### src/rtl/sync_transmitter_pkg.sv
`default_nettype none
// +-------------------------------------------------------------------+
// | sync_pkg: shared constants and FSM encoding for sync link   rev 1.0|
// +-------------------------------------------------------------------+
package sync_pkg;

  localparam int FRAME_BITS  = 10;
  localparam int DEF_SEC_DIV = 10_000_000;
  localparam int DEF_BIT_DIV = 16;

  typedef enum logic [1:0] {
    ST_IDLE  = 2'd0,
    ST_START = 2'd1,
    ST_DATA  = 2'd2,
    ST_STOP  = 2'd3
  } state_e;

endpackage
`default_nettype wire

### src/rtl/sync_transmitter_if.sv
`default_nettype none
// +-------------------------------------------------------------------+
// | sync_transmitter_if: control strobes, serial line, status   rev 1.0|
// +-------------------------------------------------------------------+
interface sync_transmitter_if;

  logic       time_load;
  logic [7:0] time_in;
  logic       sync_req;
  logic       tx_line;
  logic       tx_busy;
  logic       tx_done;
  logic [7:0] time_second;
  logic       sec_tick;
  logic       overrun;

  modport master (
    output time_load, time_in, sync_req,
    input  tx_line, tx_busy, tx_done, time_second, sec_tick, overrun
  );

  modport slave (
    input  time_load, time_in, sync_req,
    output tx_line, tx_busy, tx_done, time_second, sec_tick, overrun
  );

endinterface
`default_nettype wire

### src/rtl/sync_time_base.sv
`default_nettype none
// +-------------------------------------------------------------------+
// | sync_time_base: seconds prescaler, counter and load path    rev 1.0|
// +-------------------------------------------------------------------+
module sync_time_base
  import sync_pkg::*;
#(
  parameter int SEC_DIV = DEF_SEC_DIV
) (
  input  wire logic       clk_10M,
  input  wire logic       rst,
  input  wire logic       time_load_i,
  input  wire logic [7:0] time_in_i,
  output logic [7:0]      time_second_o,
  output logic            sec_tick_o,
  output logic [7:0]      sec_next_o
);

  localparam int CW = $clog2(SEC_DIV);

  logic [CW-1:0] cnt_q, cnt_d;
  logic [7:0]    sec_q, sec_d;
  logic          tick;

  assign tick = (cnt_q == CW'(SEC_DIV - 1));

  // A load wins over the increment but never suppresses the tick itself.
  always_comb begin
    cnt_d = tick ? '0 : cnt_q + CW'(1);
    sec_d = tick ? sec_q + 8'd1 : sec_q;
    if (time_load_i) begin
      cnt_d = '0;
      sec_d = time_in_i;
    end
  end

  always_ff @(posedge clk_10M) begin
    if (rst) begin
      cnt_q <= '0;
      sec_q <= 8'd0;
    end else begin
      cnt_q <= cnt_d;
      sec_q <= sec_d;
    end
  end

  assign time_second_o = sec_q;
  assign sec_tick_o    = tick;
  assign sec_next_o    = sec_d;

endmodule
`default_nettype wire

### src/rtl/sync_transmitter.sv
`default_nettype none
// +-------------------------------------------------------------------+
// | sync_transmitter: broadcasts the seconds count as a UART frame  1.0|
// +-------------------------------------------------------------------+
module sync_transmitter
  import sync_pkg::*;
#(
  parameter int SEC_DIV = DEF_SEC_DIV,
  parameter int BIT_DIV = DEF_BIT_DIV
) (
  input  wire logic          clk_10M,
  input  wire logic          rst,
  sync_transmitter_if.slave  bus
);

  localparam int         BW        = $clog2(BIT_DIV);
  localparam logic [2:0] LAST_DATA = 3'(FRAME_BITS - 3);

  state_e        state_q;
  logic [BW-1:0] bcnt_q;
  logic [2:0]    idx_q;
  logic [7:0]    shift_q;
  logic          pend_q;
  logic          tx_q;
  logic          busy_q;
  logic          done_q;
  logic          ovr_q;

  logic          sec_tick;
  logic [7:0]    sec_next;
  logic          trig;
  logic          bit_end;

  sync_time_base #(
    .SEC_DIV (SEC_DIV)
  ) u_time_base (
    .clk_10M       (clk_10M),
    .rst           (rst),
    .time_load_i   (bus.time_load),
    .time_in_i     (bus.time_in),
    .time_second_o (bus.time_second),
    .sec_tick_o    (sec_tick),
    .sec_next_o    (sec_next)
  );

  assign trig    = sec_tick | bus.sync_req;
  assign bit_end = (bcnt_q == BW'(BIT_DIV - 1));

  always_ff @(posedge clk_10M) begin
    if (rst) begin
      state_q <= ST_IDLE;
      bcnt_q  <= '0;
      idx_q   <= 3'd0;
      shift_q <= 8'd0;
      pend_q  <= 1'b0;
      tx_q    <= 1'b1;
      busy_q  <= 1'b0;
      done_q  <= 1'b0;
      ovr_q   <= 1'b0;
    end else begin
      done_q <= 1'b0;
      bcnt_q <= bit_end ? '0 : bcnt_q + BW'(1);
      case (state_q)
        ST_IDLE: begin
          bcnt_q <= '0;
          if (trig || pend_q) begin
            state_q <= ST_START;
            tx_q    <= 1'b0;
            busy_q  <= 1'b1;
            shift_q <= sec_next;
            // A launch from pend alongside a fresh trigger keeps one queued.
            pend_q  <= pend_q & trig;
          end
        end
        ST_START: begin
          if (bit_end) begin
            state_q <= ST_DATA;
            tx_q    <= shift_q[0];
            shift_q <= {1'b0, shift_q[7:1]};
            idx_q   <= 3'd0;
          end
        end
        ST_DATA: begin
          if (bit_end) begin
            if (idx_q == LAST_DATA) begin
              state_q <= ST_STOP;
              tx_q    <= 1'b1;
            end else begin
              tx_q    <= shift_q[0];
              shift_q <= {1'b0, shift_q[7:1]};
              idx_q   <= idx_q + 3'd1;
            end
          end
        end
        ST_STOP: begin
          if (bcnt_q == BW'(BIT_DIV - 2)) done_q <= 1'b1;
          if (bit_end) begin
            if (pend_q) begin
              state_q <= ST_START;
              tx_q    <= 1'b0;
              shift_q <= sec_next;
              pend_q  <= 1'b0;
            end else begin
              state_q <= ST_IDLE;
              busy_q  <= 1'b0;
            end
          end
        end
        default: state_q <= ST_IDLE;
      endcase
      // Requests arriving mid-frame queue once; a second one is lost.
      if (trig && (state_q != ST_IDLE)) begin
        if (pend_q) ovr_q  <= 1'b1;
        else        pend_q <= 1'b1;
      end
    end
  end

  assign bus.tx_line  = tx_q;
  assign bus.tx_busy  = busy_q;
  assign bus.tx_done  = done_q;
  assign bus.sec_tick = sec_tick;
  assign bus.overrun  = ovr_q;

endmodule
`default_nettype wire
### src/flat_wrapper.sv
// flat-port wrapper written by rule: the top's interface ports become plain ports
module sync_transmitter_flat import sync_pkg::*;
#(
  parameter int SEC_DIV = DEF_SEC_DIV,
  parameter int BIT_DIV = DEF_BIT_DIV
)
  (clk_10M, rst, bus_time_load, bus_time_in, bus_sync_req, bus_tx_line, bus_tx_busy, bus_tx_done, bus_time_second, bus_sec_tick, bus_overrun);
  sync_transmitter_if bus_i ();
  input  wire logic clk_10M;
  input  wire logic rst;
  input wire logic [$bits(bus_i.time_load)-1:0] bus_time_load;
  input wire logic [$bits(bus_i.time_in)-1:0] bus_time_in;
  input wire logic [$bits(bus_i.sync_req)-1:0] bus_sync_req;
  output wire logic [$bits(bus_i.tx_line)-1:0] bus_tx_line;
  output wire logic [$bits(bus_i.tx_busy)-1:0] bus_tx_busy;
  output wire logic [$bits(bus_i.tx_done)-1:0] bus_tx_done;
  output wire logic [$bits(bus_i.time_second)-1:0] bus_time_second;
  output wire logic [$bits(bus_i.sec_tick)-1:0] bus_sec_tick;
  output wire logic [$bits(bus_i.overrun)-1:0] bus_overrun;
  assign bus_i.time_load = bus_time_load;
  assign bus_i.time_in = bus_time_in;
  assign bus_i.sync_req = bus_sync_req;
  assign bus_tx_line = bus_i.tx_line;
  assign bus_tx_busy = bus_i.tx_busy;
  assign bus_tx_done = bus_i.tx_done;
  assign bus_time_second = bus_i.time_second;
  assign bus_sec_tick = bus_i.sec_tick;
  assign bus_overrun = bus_i.overrun;
  sync_transmitter #(.SEC_DIV(SEC_DIV), .BIT_DIV(BIT_DIV)) u_core (.clk_10M(clk_10M), .rst(rst), .bus(bus_i));
endmodule
### config.mk
export PLATFORM = sky130hd
export DESIGN_NAME = sync_transmitter_flat
export DESIGN_NICKNAME = d
export VERILOG_FILES = /design/src/rtl/sync_transmitter_pkg.sv /design/src/rtl/sync_transmitter_if.sv /design/src/rtl/sync_time_base.sv /design/src/rtl/sync_transmitter.sv /design/src/flat_wrapper.sv
export SDC_FILE = /design/constraint.sdc
export NUM_CORES = 1
export LEC_CHECK = 0
export ABC_CLOCK_PERIOD_IN_PS = 5100
export CAP_MARGIN = 20
export CORE_UTILIZATION = 43
export CTS_BUF_LIST = sky130_fd_sc_hd__clkbuf_8
export DETAILED_ROUTE_END_ITERATION = 6
export DONT_BUFFER_PORTS = 1
export GPL_TIMING_DRIVEN = 0
export PLACE_DENSITY = 0.68
export SYNTH_ARGS = -nofsm -noshare
export SYNTH_HDL_FRONTEND = slang
export SYNTH_SLANG_ARGS = --single-unit
### constraint.sdc
create_clock -name clk_10M -period 5.1 [get_ports clk_10M]
set_input_delay 1.02 -clock clk_10M [delete_from_list [all_inputs] [get_ports clk_10M]]
set_output_delay 1.02 -clock clk_10M [all_outputs]
set_load 0.005 [all_outputs]
# Word-level counts from Yosys, hierarchy flattened
# Cells that the tools add are included.
classes:
  eq_ne: 15
  bitwise_logic: 3
  addsub: 4
  muxes: 37
  reduce_logical: 15
op_table:
  columns: ["op", "n"]
  rows:
  - ["$mux 8", 8]
  - ["$pmux 8 s4", 1]
  - ["$add 24x1->24 const B", 1]
  - ["$eq 24x24->1 const B", 1]
  - ["$mux 1", 15]
  - ["$ne 2x1->1 const B", 6]
  - ["$mux 2", 5]
  - ["$reduce_and 5->1", 2]
  - ["$mux 3", 3]
  - ["$add 8x1->8 const B", 1]
  - ["$eq 4x4->1 const B", 2]
  - ["$pmux 2 s4", 1]
  - ["$reduce_and 4->1", 2]
  - ["$pmux 3 s2", 1]
  - ["$reduce_and 6->1", 1]
  - ["$reduce_bool 2->1", 3]
  - ["$reduce_or 3->1", 2]
  - ["$add 4x1->4 const B", 1]
  - ["$eq 2x2->1 const B", 2]
  - ["$ne 2x2->1 const B", 2]
  - ["$pmux 1 s2", 2]
  - ["$pmux 1 s4", 1]
  - ["$add 3x1->3 const B", 1]
  - ["$eq 3x3->1 const B", 1]
  - ["other kinds (9)", 9]
totals:
  ff_bits: 54
  out_inout_bits: 13
  wordCells: 85
  in_bits: 12

# Logic depth before layout (Yosys ltp)
depth:
  depth_word: 7
  ltp_mapped: 9
  ltp_nobuf: 8

# Hierarchy
# Synthesis repeated with hierarchy kept, for this count alone.
hier_totals:
  cells_unflattened: 325
  hier_area_um2: 2862.7
by_module_without_submodules:
  columns: ["module", "cells_each", "n_inst", "area_each_um2", "seq_area_each_um2"]
  rows:
  - ["sync_time_base", 193, 1, 1619.1, 640.6]
  - ["sync_transmitter", 132, 1, 1243.7, 440.4]

# Worst setup path after synthesis
# Ideal clock, no wire load.
synth_timing:
  kind: "reg-to-output"
  start: "register u_core.u_time_base.cnt_q[0]"
  end: "output bus_sec_tick"
  arrival_ps: 1360
  path_slack_ps: 2720
  path_stages_with_launch: 5
  path_buffers: 0
  required_ps: 4080
  cell_sequence: "dfxtp_1 > ha_1 > nand3_1 > or4_4 > nor2_1"
synth_between:
  elab_chain_cells: 1
synth_lines:
  columns: ["item", "line", "text"]
  rows:
  - ["from (decl)", "sync_time_base.sv:21", "logic [CW-1:0] cnt_q, cnt_d;"]
  - ["from (signal assigned)", "sync_time_base.sv:42", "cnt_q <= cnt_d;"]
  - ["$eq 24x24->1", "sync_time_base.sv:25", "assign tick = (cnt_q == CW'(SEC_DIV - 1));"]
  - ["to (decl)", "flat_wrapper.sv:18", "output wire logic [$bits(bus_i.sec_tick)-1:0] bus_sec_tick;"]
# No other way between the ends.

# Worst setup path after layout
# Ends and elaborated chain as after synthesis.

==> reports/metrics.cfg <==
[status]
outcome=finished, final reports clean

[clock_tree]
htreeDepth=2
numCtsBuffers=5
cts_resized=0
hold_buffers=0
cts.sink_count=54
clkSlewWorstSetupHoldPaths_ns=0.09
cts.path.max_buffers=2
clock_latency_ns=0.31
cts_setup_buffers=0
cts_tree=yes
cts_root_buf=clkbuf_8

[setup_path]
crit_type=flip-flop to primary output
end_kind=primary output
path_cells=ha_1 > nand3_1 > or4_4 > nor2_1
cp.required_ns=4.08
cpPeakStageDelay_ns=0.56
start_kind=flip-flop
crit_arrival_ns=1.90
reg2regPathDepth=8
crit_slowest_cell=or4_4
crit_path_max_fanout=4

[sta]
slew_headroom_pct=60.6
finClkSkew_ns=0.00776
finalCritPeriodShare_pct=57.3
slew_viol_final=0
hold_violations=0
fin_crit_ns=2.92
tns_ns=0
setup_viol=0
rsz0062_at_grt=false
tightest_slew_ns=0.591
max_freq_mhz=342

[logic_synthesis]
netlist_instances=327
ys_seq_elements=54
synth_nets=349
syn_avg_cell_area_um2=8.32
synth_top_flop_cell=dfxtp_1
syn_area_um2=2720
ys_async_sr_fraction_pct=0
yosysSeqAreaShare_pct=39.7
yosys_warnings=0
synth_edf_count=0
synth.distinct_cells=48

[final_layout]
synthToLayoutAreaGrowth_pct=7.49
fillers=610
final_common_cell=nor2_1
most-common-layout-cells=nor2_1, dfxtp_1, nand2_1
drive_gt1_share_pct=5.97
antenna_cells=0
fin_nets=356
stdcell_area_um2=2930
finish.utilization_pct=48.5

[global_routing]
grt_max_degree=16
met3_usage_pct=4.78
globalRouteOverflowTotal=0
grtUsageTotal_pct=19.5
grt_pass1_vias=2117
use_met2_pct=29.3
grt_busiest_layer=met2
grt_antenna_before_repair=0
grt_pass1_wl_um=9900
grt_use_met1_pct=26.2

[floorplanning]
io_pins=25
die_h_um=81.6
dieArea_um2=6650
die_w_um=81.6
rows=28
core_area_um2=6030
initial_utilization_pct=45.2

[routing]
wl_per_cell_um=14.1
ant_nets=0
num_vias=2298
drc=0
vias_per_cell=5.60
dr.pass1.iters=7
first_iter_violations=146
wirelength_um=5800

[place]
gp_congestion=0.861
dpl.hpwl_um=4310
port_buffers=0
placed_cell_area_um2=2820

[flow_run]
max-cap-violations=0

[pwr]
peakVddDrop_v=0.000296
power_density_nw_per_um2=390
cellLeakagePower_nw=1.03

[worst_hold_path]
whs_path_depth=1
hold_path.class=flip-flop to flip-flop

-- per-layer routing --
| layer | wire, um | share of wire (%) |
|---|---|---|
| met3 | 321 | 5.5 |
| met4 | 110 | 1.9 |
| met2 | 2550 | 44 |
| met5 | 0 | 0 |
| met1 | 2820 | 49 |
-- layout make-up --
| type | count | area, um2 | area share (%) |
|---|---|---|---|
| flip-flops and latches | 54 | 1080 | 37.0 |
| inverters | 14 | 52.6 | 1.80 |
| well taps | 75 | 93.8 | 3.21 |
| plain buffers | 16 | 68.8 | 2.35 |
| clock buffers | 8 | 110 | 3.76 |
| multi-input cells | 243 | 1520 | 51.9 |
-- worst paths after layout --
| kind | start | slack (ns) | endpoint |
|---|---|---|---|
| worst max register to register | u_core.u_time_base.cnt_q[0]$_SDFF_PP0_ | 2.44 | u_core.bus.tx_busy$_SDFFE_PP0P_ |
| worst min register to register | u_core.u_time_base.cnt_q[0]$_SDFF_PP0_ | 0.47 | u_core.u_time_base.cnt_q[0]$_SDFF_PP0_ |
| worst min-delay path | u_core.u_time_base.cnt_q[0]$_SDFF_PP0_ | 0.47 | u_core.u_time_base.cnt_q[0]$_SDFF_PP0_ |
| worst max-delay path | u_core.u_time_base.cnt_q[0]$_SDFF_PP0_ | 2.18 | bus_sec_tick |
-- flip-flops by register name, indices dropped and copies added (netlist names) --
| name | flops |
|---|---|
| u_core.idx_q | 3 |
| u_core.bcnt_q | 4 |
| u_core.bus.tx_line | 1 |
| u_core.bus.tx_done | 1 |
| u_core.u_time_base.cnt_q | 24 |
| u_core.shift_q | 8 |
| u_core.pend_q | 1 |
| u_core.bus.tx_busy | 1 |
| u_core.state_q | 2 |
| u_core.bus.overrun | 1 |
| u_core.u_time_base.time_second_o | 8 |
-- synth_stat cells (all sizes together), types with 3 or more instances --
cell / count / area share [%]
nor3b: 3 / 0.83
a21oi: 13 / 2.4
nor4: 8 / 1.8
a31oi: 3 / 0.69
nor2: 59 / 8.1
ha: 10 / 4.6
nand4: 9 / 2.1
a211oi: 5 / 1.8
o21ai: 11 / 2.0
nand3: 11 / 2.4
inv: 14 / 1.9
xor2: 18 / 5.8
nor3: 12 / 2.2
dfxtp: 54 / 40
and3: 6 / 1.4
a22oi: 4 / 1.1
or3: 3 / 0.69
nand2: 25 / 3.4
clkbuf: 14 / 1.9
xnor2: 12 / 3.9
-- report_power, final --
part           total (W)  internal, W  switching, W
clock network   0.000279     0.000137      0.000142
registers       0.000508     0.000472     0.0000361
logic           0.000355     0.000134      0.000221
total            0.00114     0.000743      0.000399
-- per-stage QoR --
| step | worst slack (ns) | total power, W | instances | hold WS (ns) |
|---|---|---|---|---|
| floorplan | 2.72 | 0.000789 | 327 | 0.430 |
| global placement | 2.50 | 0.000864 | 402 | 0.444 |
| detailed placement | 2.48 | 0.000869 | 402 | 0.455 |
| CTS | 2.18 | 0.00115 | 410 | 0.480 |
| global route | 2.08 | 0.00122 | 410 | 0.505 |
| finish | 2.18 | 0.00114 | 410 | 0.475 |
-- critical path: cells and delay by family (launching register included) --
family        cells  cell delay, ns
fa+ha+maj         1            0.22
flops             1            0.39
simple gates      3            0.99
-- cell families (layout without fill, tap and decap cells) --
group / Yosys count / count (layout) / synth area share, %
buf+inv: 30 / 38 / 4.46
mux: 3 / 3 / 1.15
compound gates: 53 / 53 / 13.5
flops: 54 / 54 / 39.7
xor+xnor: 30 / 30 / 9.66
fa+ha+maj: 10 / 10 / 4.60
simple gates: 147 / 147 / 26.9
Power figures use the tool's default switching activity.
